[src/rtl/wb_port_arbiter_pkg.sv]
// Shared types for the write-back port arbiter: FU result payload, requester
// vectors and source-index width.
package wb_port_arbiter_pkg;

   localparam int NR_WB_REQ   = 3;
   localparam int NR_WB_PORTS = 2;
   localparam int WB_SRC_W    = (NR_WB_REQ > 1) ? $clog2(NR_WB_REQ) : 1;

   typedef logic [NR_WB_REQ-1:0] wb_req_bitvector_t;
   typedef logic [WB_SRC_W-1:0]  wb_src_idx_t;

   typedef struct packed {
      logic [7:0]  id;
      logic [4:0]  rd;
      logic [31:0] data;
   } fu_output_t;

   // Modulo-n step for an index that is at most one wrap past the end.
   function automatic int wrap_idx(input int i, input int n);
      return (i >= n) ? i - n : i;
   endfunction

endpackage

[src/rtl/wb_rr_picker.sv]
// Combinational round-robin picker: walks valid slots from the rotation pointer
// and packs up to NR_PORTS grants onto ports 0..k with no holes.
module wb_rr_picker
   import wb_port_arbiter_pkg::*;
#(
   parameter int NR_REQ   = NR_WB_REQ,
   parameter int NR_PORTS = NR_WB_PORTS,
   parameter int IDX_W    = (NR_REQ > 1) ? $clog2(NR_REQ) : 1
) (
   input  logic [NR_REQ-1:0]                i_valid,
   input  logic [IDX_W-1:0]                 i_rr_ptr,
   output logic [NR_PORTS-1:0][IDX_W-1:0]   o_port_idx,
   output logic [NR_PORTS-1:0]              o_port_vld,
   output logic [NR_REQ-1:0]                o_grant,
   output logic [IDX_W-1:0]                 o_last,
   output logic                             o_any
);

   always_comb begin
      int                cnt;
      logic [IDX_W-1:0]  j;
      cnt        = 0;
      j          = '0;
      o_port_idx = '0;
      o_port_vld = '0;
      o_grant    = '0;
      o_last     = '0;
      o_any      = 1'b0;
      for (int i = 0; i < NR_REQ; i++) begin
         j = IDX_W'(wrap_idx(int'(i_rr_ptr) + i, NR_REQ));
         if (i_valid[j] && (cnt < NR_PORTS)) begin
            // Comparing against each port index keeps the port select static.
            for (int k = 0; k < NR_PORTS; k++) begin
               if (cnt == k) begin
                  o_port_idx[k] = j;
                  o_port_vld[k] = 1'b1;
               end
            end
            o_grant[j] = 1'b1;
            o_last     = j;
            o_any      = 1'b1;
            cnt++;
         end
      end
   end

endmodule

[src/rtl/wb_port_arbiter.sv]
// Write-back port arbiter: one holding slot per FU result stream, shared
// round-robin onto NR_PORTS registered write-back ports.
module wb_port_arbiter
   import wb_port_arbiter_pkg::*;
#(
   parameter int NR_REQ   = NR_WB_REQ,
   parameter int NR_PORTS = NR_WB_PORTS,
   localparam int IDX_W   = (NR_REQ > 1) ? $clog2(NR_REQ) : 1
) (
   input  logic                             clk,
   input  logic                             rst,
   input  logic                             flush_i,
   input  fu_output_t                       req_i [NR_REQ],
   input  logic [NR_REQ-1:0]                req_valid_i,
   output logic [NR_REQ-1:0]                req_ready_o,
   output fu_output_t                       wb_o [NR_PORTS],
   output logic [NR_PORTS-1:0]              wb_valid_o,
   output logic [NR_PORTS-1:0][IDX_W-1:0]   wb_src_o
);

   logic [NR_REQ-1:0]               r_slot_vld;
   fu_output_t                      r_slot_data [NR_REQ];
   logic [IDX_W-1:0]                r_rr_ptr;
   fu_output_t                      r_wb [NR_PORTS];
   logic [NR_PORTS-1:0]             r_wb_vld;
   logic [NR_PORTS-1:0][IDX_W-1:0]  r_wb_src;

   logic [NR_PORTS-1:0][IDX_W-1:0]  w_port_idx;
   logic [NR_PORTS-1:0]             w_port_vld;
   logic [NR_REQ-1:0]               w_grant;
   logic [IDX_W-1:0]                w_last;
   logic                            w_any;
   logic [NR_REQ-1:0]               w_accept;
   logic [IDX_W-1:0]                w_next_ptr;
   fu_output_t                      w_sel [NR_PORTS];

   wb_rr_picker #(
      .NR_REQ   (NR_REQ),
      .NR_PORTS (NR_PORTS),
      .IDX_W    (IDX_W)
   ) u_picker (
      .i_valid    (r_slot_vld),
      .i_rr_ptr   (r_rr_ptr),
      .o_port_idx (w_port_idx),
      .o_port_vld (w_port_vld),
      .o_grant    (w_grant),
      .o_last     (w_last),
      .o_any      (w_any)
   );

   // A slot leaving this cycle frees itself for a new result at the same edge.
   assign req_ready_o = ~r_slot_vld | w_grant;
   assign w_accept    = req_valid_i & req_ready_o;
   assign w_next_ptr  = IDX_W'(wrap_idx(int'(w_last) + 1, NR_REQ));

   always_comb begin
      for (int k = 0; k < NR_PORTS; k++) begin
         w_sel[k] = w_port_vld[k] ? r_slot_data[w_port_idx[k]] : '0;
      end
   end

   always_ff @(posedge clk or posedge rst) begin
      if (rst) begin
         r_slot_vld <= '0;
         r_rr_ptr   <= '0;
         r_wb_vld   <= '0;
         r_wb_src   <= '0;
         for (int r = 0; r < NR_REQ; r++) r_slot_data[r] <= '0;
         for (int k = 0; k < NR_PORTS; k++) r_wb[k] <= '0;
      end else if (flush_i) begin
         // Held and in-flight results are dropped; the rotation keeps its place.
         r_slot_vld <= '0;
         r_wb_vld   <= '0;
         r_wb_src   <= '0;
         for (int k = 0; k < NR_PORTS; k++) r_wb[k] <= '0;
      end else begin
         for (int r = 0; r < NR_REQ; r++) begin
            if (w_accept[r]) begin
               r_slot_vld[r]  <= 1'b1;
               r_slot_data[r] <= req_i[r];
            end else if (w_grant[r]) begin
               r_slot_vld[r]  <= 1'b0;
            end
         end
         if (w_any) r_rr_ptr <= w_next_ptr;
         r_wb_vld <= w_port_vld;
         for (int k = 0; k < NR_PORTS; k++) begin
            r_wb[k]     <= w_sel[k];
            r_wb_src[k] <= w_port_vld[k] ? w_port_idx[k] : '0;
         end
      end
   end

   assign wb_o       = r_wb;
   assign wb_valid_o = r_wb_vld;
   assign wb_src_o   = r_wb_src;

endmodule

[config.mk]
export PLATFORM = sky130hd
export DESIGN_NAME = wb_port_arbiter
export DESIGN_NICKNAME = d
export VERILOG_FILES = /design/src/rtl/wb_port_arbiter_pkg.sv /design/src/rtl/wb_rr_picker.sv /design/src/rtl/wb_port_arbiter.sv
export SDC_FILE = /design/constraint.sdc
export NUM_CORES = 1
export LEC_CHECK = 0
export CAP_MARGIN = 20
export CORE_MARGIN = 3
export CORE_UTILIZATION = 50
export CTS_CLUSTER_SIZE = 8
export DETAILED_ROUTE_END_ITERATION = 10
export HOLD_SLACK_MARGIN = 0.15
export PLACE_DENSITY = 0.77
export SYNTH_ARGS = -nofsm -noshare
export SYNTH_HDL_FRONTEND = slang
export SYNTH_SLANG_ARGS = --single-unit
[constraint.sdc]
create_clock -name clk -period 11.5 [get_ports clk]
set_input_delay 1.15 -clock clk [delete_from_list [all_inputs] [get_ports clk]]
set_output_delay 1.15 -clock clk [all_outputs]
set_load 0.05 [all_outputs]
# Yosys cells after proc, flatten, opt, wreduce, memory -nomap -nowiden
# Index checks and enable logic that the tools add are counted.
# totals
rom_bits,0
reg_bits,236
mem_count,0
mem_bits_rw,0
latchBits,0
in_bits,141
elab_cells,127
# classes
bitwise_logic,8
muxes,59
n_eq_ne,2
div_mod_pow,0
shift,0
mul,0
n_addsub,8
order_cmp,14
n_reduce_logical,14
# ops
cell,n
two-way mux 45 bit,6
binary-select mux 45 bit (select 2 bit),2
two-way mux 90 bit,1
zero test 32 bit,2
equality test 32 x 2 -> 1 bit (second input constant),1
< comparator 32 x 3 -> 1 bit (second input constant),1
two-way mux 2 bit,16
two-way mux 32 bit,1
two-way mux 1 bit,20
two-way mux 3 bit,4
two-way mux 4 bit,3
greater-or-equal comparator 3 x 2 -> 1 bit (second input constant),3
< comparator 2 x 3 -> 1 bit (second input constant),3
bitwise OR 3 bit,3
nonzero test 3 bit,3
AND reduction 2 bit,4
adder 2 x 1 -> 3 bit (second input constant),2
binary-select mux 1 bit (select 2 bit),3
demux 1 bit (select 2 bit),3
greater-or-equal comparator 2 x 1 -> 1 bit (second input constant),3
greater-or-equal comparator 3 bit (second input constant),2
inverter 2 -> 3 bit,2
logical AND 1 bit,5
subtractor 2 x 1 -> 2 bit (second input constant),2
9 further kinds,10

# Depth between registers and ports, before layout
# Gate-level depths: netlist of the first run.
# logic_depth
depth_word,17
depth_mapped,14
mapped_depth_nobuf,11

# Hierarchy
# From an unflattened synthesis of the first run, not the netlist that was laid out.
# unflattened
hier_cells,784
hier_area_um2,10582.6
# by_module_without_submodules
mod,area_each_um2,instances,cells_per_inst
wb_port_arbiter,10065.9,1,710
wb_rr_picker,516.7,1,74

# Least setup slack after synthesis of the first run
# No wires, ideal clock.
# synth_path
path_kind,flip-flop to output port
start,register r_rr_ptr[0]
end,output req_ready_o[0]
arrival_time_ps,2563
path_stages_with_launch,11
required_time_ps,10350
slack_ps,7787
path_cell_list,dfrtp_1 > inv_1 > ha_1 > mux2i_1 > o21a_1 > inv_1 > ha_1 > nand4bb_1 > a21boi_2 > or2_4 > nand2_1
# synth_via
elab_chain_cells,12
word_cells_on_any_way,45
cone_classes,add/sub (6); order compare (11); mux (20); bitwise (3); reduce/logical (5)
# synth_rtl
element,line,source
"start, declared",wb_port_arbiter.sv:23,logic [IDX_W-1:0] r_rr_ptr;
"start signal, assigned",wb_port_arbiter.sv:85,if (w_any) r_rr_ptr <= w_next_ptr;
subtractor 2 bit (tied with other cells),wb_port_arbiter_pkg.sv:20,return (i >= n) ? i - n : i;
two-way mux 2 bit (tied with other cells),wb_port_arbiter_pkg.sv:20,
binary-select mux 1 bit (select 2 bit) (tied with other cells),wb_rr_picker.sv:31,if (i_valid[j] && (cnt < NR_PORTS)) begin
two-way mux 1 bit (implied by the code) (tied with other cells),wb_rr_picker.sv:31,
two-way mux 1 bit (tied with other cells),wb_rr_picker.sv:31,
< comparator 1 x 2 -> 1 bit (tied with other cells),wb_rr_picker.sv:31,
logical AND 1 bit (tied with other cells),wb_rr_picker.sv:31,
two-way mux 32 bit / bitwise OR 3 bit (equally long branches),-,
< comparator 32 x 3 -> 1 bit / two-way mux 3 bit (equally long branches),wb_rr_picker.sv:31,
logical AND 1 bit / bitwise OR 3 bit (equally long branches),-,
two-way mux 3 bit *,wb_rr_picker.sv:31,
bitwise OR 3 bit *,wb_port_arbiter.sv:52,assign req_ready_o = ~r_slot_vld | w_grant;
"end, declared",wb_port_arbiter.sv:15,"output logic [NR_REQ-1:0] req_ready_o,"
# Every way passes the cells marked *; elsewhere a longest branch is shown, timed or not. The select of a mux whose other input is x is not followed.

# Final worst setup path of the first run
# Ends and elaborated chain as after synthesis.

==> impl_metrics.csv, run 1 <==
group,metric,value,unit
min_path,hold_path.startpoint,"r_slot_data[40]",
global_routing,grt_overflow,0,
power_and_ir_drop,pwr-share-seq,33.6,%
power_and_ir_drop,p_leak,5.96,nW
final_layout,n_antenna_cell,0,
clocking,clkTransAtPathRegs,50,ps
clocking,cts_tree,"built",
logic_synthesis,ys_ff_latch,236,
placed_design,hpwl,19100,um
routing,routed_via_density,6.18,
min_path,worstHoldPathCells,1,
clocking,clockBufferDepth,3,
worst_setup_path,crit_family,"buffers and inverters",
clocking,cts_sinks,236,
logic_synthesis,syn_nets,1047,
routing,drt-wirelength-per-cell,23.5,um
placed_design,gp_congestion,0.928,
power_and_ir_drop,combinationalPowerShare,43.6,%
placed_design,numPlacedInstances,1342,
logic_synthesis,yosysWarnings,0,
worst_setup_path,endpoint_kind,"output port",
global_routing,grt_use_total,27.3,%
routing,vias,8542,
final_layout,area_growth,32.0,%
logic_synthesis,ys_types,48,
floorplanning,fp.dieH,152,um
worst_setup_path,rrSetupSlack,7040,ps
global_routing,grt_max_degree,93,
floorplanning,start_util,52.0,%
timing,setup_viol,0,
min_path,min_to,"r_slot_data[40]",
routing,drcViolationCount,0,
worst_setup_path,r2r_end,"wb_o[20]",
logic_synthesis,seq_area_frac_synth,55.1,%
timing,whs,530,ps
timing,fin_crit,5260,ps
floorplanning,core_area,0.0206,mm^2
timing,min_period_over_period,45.7,%
power_and_ir_drop,max-vdd-ir-drop,0.000141,V
logic_synthesis,synth-async-reset-ratio,100,%
timing,slew_viol_final,0,
logic_synthesis,netlist_area,0.0107,mm^2
clocking,ctsResizeCount,0,
timing,clock_skew,11.3,ps
logic_synthesis,synth_edf_count,0,
placed_design,dpl_cell_area,0.0132,mm^2
routing,final_antenna_net_count,0,
global_routing,antenna_found_initial,0,
logic_synthesis,netlist_instances,900,
global_routing,met2_usage,43.9,%
power_and_ir_drop,intPower,0.00231,W
worst_setup_path,required,10350,ps
timing,finalHoldViolCount,0,
logic_synthesis,synth_ff_type,"dfrtp_1",
global_routing,use_met1,36.3,%
worst_setup_path,cp_slowest_cell,"clkdlybuf4s50_1",
min_path,hold_class,"reg -> reg",
global_routing,grt-busiest-layer,"met2",
worst_setup_path,reg2reg_from,"r_rr_ptr[0]",
floorplanning,rows,52,
placed_design,dp_slack,6830,ps
final_layout,nets,1259,
clocking,cts_root_buf,"clkbuf_16",
final_layout,drive_gt1_share,19.5,%
global_routing,grt_pass1_vias,8957,
placed_design,port_buffers,239,
power_and_ir_drop,powerDensity,275,mW/mm^2
power_and_ir_drop,p_sw,0.00158,W
worst_setup_path,worst_ep_arrival_time,4110,ps
run_status,status,"finished clean",
worst_setup_path,r2r_cells,12,
clocking,htreeDepth,2,
clocking,hold_buffers,0,
global_routing,gr-usage-met3,5.40,%
timing,rsz0062_at_grt,"false",
power_and_ir_drop,p_sw_share,40.7,%
worst_setup_path,crit_buf_inv,3,
routing,first_iter_violations,618,
worst_setup_path,critPathKind,"reg -> out",
timing,max_freq,190,MHz
floorplanning,die_x,152,um
floorplanning,die_area,0.0232,mm^2
worst_setup_path,worstPathCellList,"inv_1, ha_1, mux2i_1, o21a_1, inv_1, ha_1, nand4bb_1, a21boi_2, or2_4, nand2_1, clkdlybuf4s50_1",
timing,slew_headroom,25.6,%
power_and_ir_drop,clockPowerShare,22.8,%
worst_setup_path,cp_max_fo,7,
timing,setup_slack,6240,ps
logic_synthesis,avgSynthCellArea,11.9,um^2
worst_setup_path,cp-start-kind,"flip-flop",
timing,tns,0,ps
routing,wirelength,32500,um
flow_run,drv_cap,0,
worst_setup_path,cpPeakStageDelay,790,ps
final_layout,instances_no_fill,1382,
routing,first_pass_iters,5,
global_routing,grt_pass1_wl,50500,um
clocking,cts_buffers,35,
final_layout,design_area,0.0142,mm^2
floorplanning,ioPinCount,240,
timing,worst_slew_pin_slew,1120,ps
clocking,post-cts-setup-buffers,0,
clocking,clkLatencyLatePin,490,ps
[sequential cells by signal (all words and copies together) (netlist names)]
register	count
r_slot_data	135
wb_o	90
wb_src_o	4
r_slot_vld	3
r_rr_ptr	2
wb_valid_o	2
[Yosys cell counts, drive strengths merged, types with 3 or more instances]
library cell  number  area, um^2
a21oi              5        36.3
a311oi           135        1180
buf               46         340
clkbuf            35         133
dfrtp            236        5910
ha                 6        75.1
inv               14        55.1
mux2             138        1700
mux2i              3        33.8
nand2            182         683
nor2              58         220
o21a               4        37.5
o21ai              5        28.8
or2                5        33.8
[layout by cell type (no fill, tap or decap), drive strengths merged, types with 2 or more instances in the layout]
cell type and count:
dfrtp 236, clkbuf 35, a311oi 135, nand3b 2
o21ai 5, nor3b 2, inv 15, a221oi 2
ha 6, clkdlybuf4s50 239, nor2b 2, or2 5
nor2 58, buf 17, nand2 182, mux2 138
o21a 4, a21o 2, o211ai 2, a21boi 2
o22ai 2, mux2i 3, a21oi 5
[per-layer routing]
layer  routed length [um]  up-vias
met5                    0        -
met4                  993        0
met3                 2680       65
met2                15600      509
met1                13200     4287
li1                     -     3681
[layout make-up]
cell class,instances,area (um^2)
Clock buffer,35,876
Clock inverter,2,38.8
Fill cell,1497,6470
Inverter,14,62.6
Multi-Input combinational cell,569,4360
Sequential cell,236,5910
Tap cell,270,338
Timing Repair Buffer,256,2570
[metrics by stage]
| step | util, % | total power (W) |
|---|---|---|
| CTS | 68.2 | 0.00386 |
| finish | 68.6 | 0.00389 |
| global placement | 63.8 | 0.00291 |
| floorplan | - | 0.00244 |
| global route | 68.6 | 0.00407 |
| detailed placement | 63.8 | 0.00296 |
[power groups by stage]
stage / Clock, W / Combinational [W] / Sequential, W
after detailed placement: 0 / 0.00165 / 0.00131
after global placement: 0 / 0.00161 / 0.00130
final: 0.000888 / 0.00170 / 0.00131
after CTS: 0.000903 / 0.00166 / 0.00130
after global routing: 0.000942 / 0.00180 / 0.00134
after floorplan: 0 / 0.000894 / 0.00154
[worst max-delay path by stage]
stage	slack, ps	start	endpoint	depth (start not counted)
2_1_floorplan	3880	rst	r_rr_ptr[0]	1
3_3_place_gp	6950	r_rr_ptr[0]	req_ready_o[0]	11
3_5_place_dp	6830	r_rr_ptr[0]	req_ready_o[0]	11
4_1_cts	6280	r_rr_ptr[0]	req_ready_o[0]	11
5_1_grt	6040	r_rr_ptr[0]	req_ready_o[0]	11
6_report	6240	r_rr_ptr[0]	req_ready_o[0]	11
[logic make-up (layout without fill, tap and decap cells)]
group	Yosys count	in the layout	share of synthesized area, %
AOI/OAI and AO/OA	166	166	13.6
muxes	141	141	16.2
adders and majority gates	6	6	0.700
DFF	236	236	55.1
and+or+nand+nor	256	256	9.47
buffers and inverters	95	307	4.93
No activity file was read; power rests on OpenSTA's default activity.
==> inputs of run 2 (changes only) <==
Settings changed: CORE_UTILIZATION 50 to 46, PLACE_DENSITY 0.77 to 0.75.
Clock period 11.5 ns to 4.77 ns, I/O delays scaled along.
==> run 2 against run 1 <==
  * Sequential power rose by 140%
  * Critical path depth stayed put
  * Combinational power rose by 140%
  * Setup slack worse by 6000 ps
  * Core utilization down 6.0 points
  * Global-route usage decreased by 1.6 points
  * Highest routed layer is now met5
  * Clock skew decreased by 1.8 ps
  * Critical endpoint unchanged
  * Register-to-register slack got worse by 6200 ps
  * Worst hold slack worse by 1.3 ps
  * Non-clock buffer count up 2
  * Routed wire length is 0.84% higher
  * Clock power rose by 140%
==> impl_metrics.csv, run 2 (synthesis results as in run 1) <==
group,metric,value,unit
clocking,clkLatencyLatePin,480,ps
final_layout,largest_reg_flops,135,
timing,setup_viol,0,
routing,drt-wirelength-per-cell,22.9,um
floorplanning,fp.dieH,159,um
clocking,cts_sinks,236,
worst_setup_path,critPathKind,"reg -> out",
floorplanning,ioPinCount,240,
power_and_ir_drop,p_sw,0.00381,W
routing,drcViolationCount,0,
worst_setup_path,reg2reg_from,"r_rr_ptr[0]",
floorplanning,rows,55,
final_layout,final_common_cell,"clkdlybuf4s50_1",
power_and_ir_drop,p_leak,5.98,nW
timing,fin_crit,4540,ps
floorplanning,core_area,0.0228,mm^2
placed_design,gp_congestion,0.845,
power_and_ir_drop,pwr-share-seq,33.5,%
routing,final_antenna_net_count,0,
worst_setup_path,worst_ep_arrival_time,4070,ps
timing,clock_skew,9.50,ps
clocking,ctsResizeCount,0,
clocking,cts_root_buf,"clkbuf_16",
worst_setup_path,cp-start-kind,"flip-flop",
flow_run,drv_cap,0,
min_path,hold_path.startpoint,"r_slot_data[77]",
timing,whs,529,ps
placed_design,port_buffers,239,
power_and_ir_drop,combinationalPowerShare,43.5,%
power_and_ir_drop,clockPowerShare,22.9,%
global_routing,grt_max_degree,133,
final_layout,nets,1261,
floorplanning,die_x,159,um
min_path,hold_class,"reg -> reg",
routing,first_iter_violations,614,
floorplanning,die_area,0.0252,mm^2
power_and_ir_drop,max-vdd-ir-drop,0.000307,V
routing,wirelength,32700,um
global_routing,grt_overflow,0,
worst_setup_path,cpPeakStageDelay,800,ps
final_layout,n_antenna_cell,0,
floorplanning,start_util,47.1,%
global_routing,grt_pass1_wl,49800,um
clocking,cts_tree,"built",
final_layout,top_register,"r_slot_data",
worst_setup_path,cp_slowest_cell,"clkdlybuf4s50_1",
worst_setup_path,crit_start,"r_rr_ptr[0]",
clocking,clkTransAtPathRegs,50,ps
clocking,clockBufferDepth,3,
routing,first_pass_iters,8,
clocking,post-cts-setup-buffers,0,
global_routing,grt_pass1_vias,8804,
worst_setup_path,worstPathCellList,"inv_1, ha_1, mux2i_1, o21a_1, inv_1, ha_1, nand4bb_1, a21boi_2, or2_4, nand2_1, clkdlybuf4s50_1",
global_routing,grt_use_total,25.7,%
timing,slew_headroom,29.1,%
power_and_ir_drop,p_sw_share,40.6,%
final_layout,area_growth,33.1,%
routing,routed_via_density,5.89,
placed_design,hpwl,19000,um
clocking,cts_buffers,35,
global_routing,antenna_found_initial,2,
timing,min_period_over_period,95.2,%
worst_setup_path,required,4290,ps
clocking,htreeDepth,2,
timing,finalHoldViolCount,0,
run_status,status,"finished clean",
timing,tns,0,ps
worst_setup_path,endpoint_kind,"output port",
timing,max_freq,220,MHz
worst_setup_path,critPathCapture,"req_ready_o[0]",
power_and_ir_drop,power,0.00940,W
power_and_ir_drop,powerDensity,659,mW/mm^2
routing,vias,8406,
timing,slew_viol_final,0,
worst_setup_path,r2r_cells,12,
timing,worst_slew_pin_slew,1060,ps
worst_setup_path,r2r_end,"wb_o[16]",
worst_setup_path,cp_max_fo,7,
timing,rsz0062_at_grt,"false",
final_layout,mostFrequentLayoutCells,"clkdlybuf4s50_1, dfrtp_1, nand2_1",
worst_setup_path,rrSetupSlack,810,ps
power_and_ir_drop,intPower,0.00558,W
clocking,hold_buffers,0,
final_layout,drive_gt1_share,19.7,%
-- run 2: changes by cell type in the layout (fill, tap and decap cells not counted), sizes merged --
cell,previous run,this run
buf,17,19
clkinvlp,0,1
inv,15,14
-- run 2: area by class of cell --
class,instances,area [um^2]
Clock buffer,35,876
Inverter,14,58.8
Timing Repair Buffer,258,2640
Multi-Input combinational cell,569,4360
Clock inverter,2,38.8
Tap cell,313,392
Sequential cell,236,5910
Fill cell,1797,8510
-- run 2: per-layer routing --
layer / up-vias / wire length, um / global-route usage [%]
met5: - / 18 / 0
met2: 487 / 15800 / 42.7
li1: 3684 / - / -
met4: 4 / 764 / 8.11
met1: 4158 / 13000 / 33.2
met3: 73 / 3190 / 6.41
-- run 2: power groups by stage --
stage          sequential [W]  clock (W)  combinational (W)
6_report              0.00315    0.00215            0.00409
4_1_cts               0.00314    0.00220            0.00406
3_3_place_gp          0.00314          0            0.00395
2_1_floorplan         0.00372          0            0.00216
5_1_grt               0.00322    0.00228            0.00435
3_5_place_dp          0.00315          0            0.00404
-- run 2: worst max-delay path, delay by kind of cell, from the launching register on --
| family | cells | cell delay, ps |
|---|---|---|
| buffers and inverters | 3 | 1050 |
| adders and majority gates | 2 | 610 |
| and+or+nand+nor | 3 | 600 |
| AOI/OAI and AO/OA | 2 | 580 |
| DFF | 1 | 410 |
| muxes | 1 | 340 |
-- run 2: metrics by stage --
| stage | setup WS [ps] | utilization (%) | instance area, um^2 | cells |
|---|---|---|---|---|
| CTS | 252 | 62.5 | 14200 | 1426 |
| global route | 3.70 | 62.6 | 14300 | 1427 |
| detailed placement | 776 | 58.5 | 13300 | 1389 |
| floorplan | 1200 | - | 10700 | 900 |
| global placement | 896 | 58.4 | 13300 | 1388 |
| finish | 227 | 62.6 | 14300 | 1427 |
-- run 2: how the worst min path moves through the flow --
| stage | to | cells past startpoint |
|---|---|---|
| 5_1_grt | r_slot_data[3] | 1 |
| 6_report | r_slot_data[77] | 1 |
| 4_1_cts | r_slot_data[12] | 1 |
| 3_5_place_dp | r_slot_data[12] | 1 |
| 2_1_floorplan | r_slot_data[31] | 1 |
| 3_3_place_gp | r_slot_data[12] | 1 |
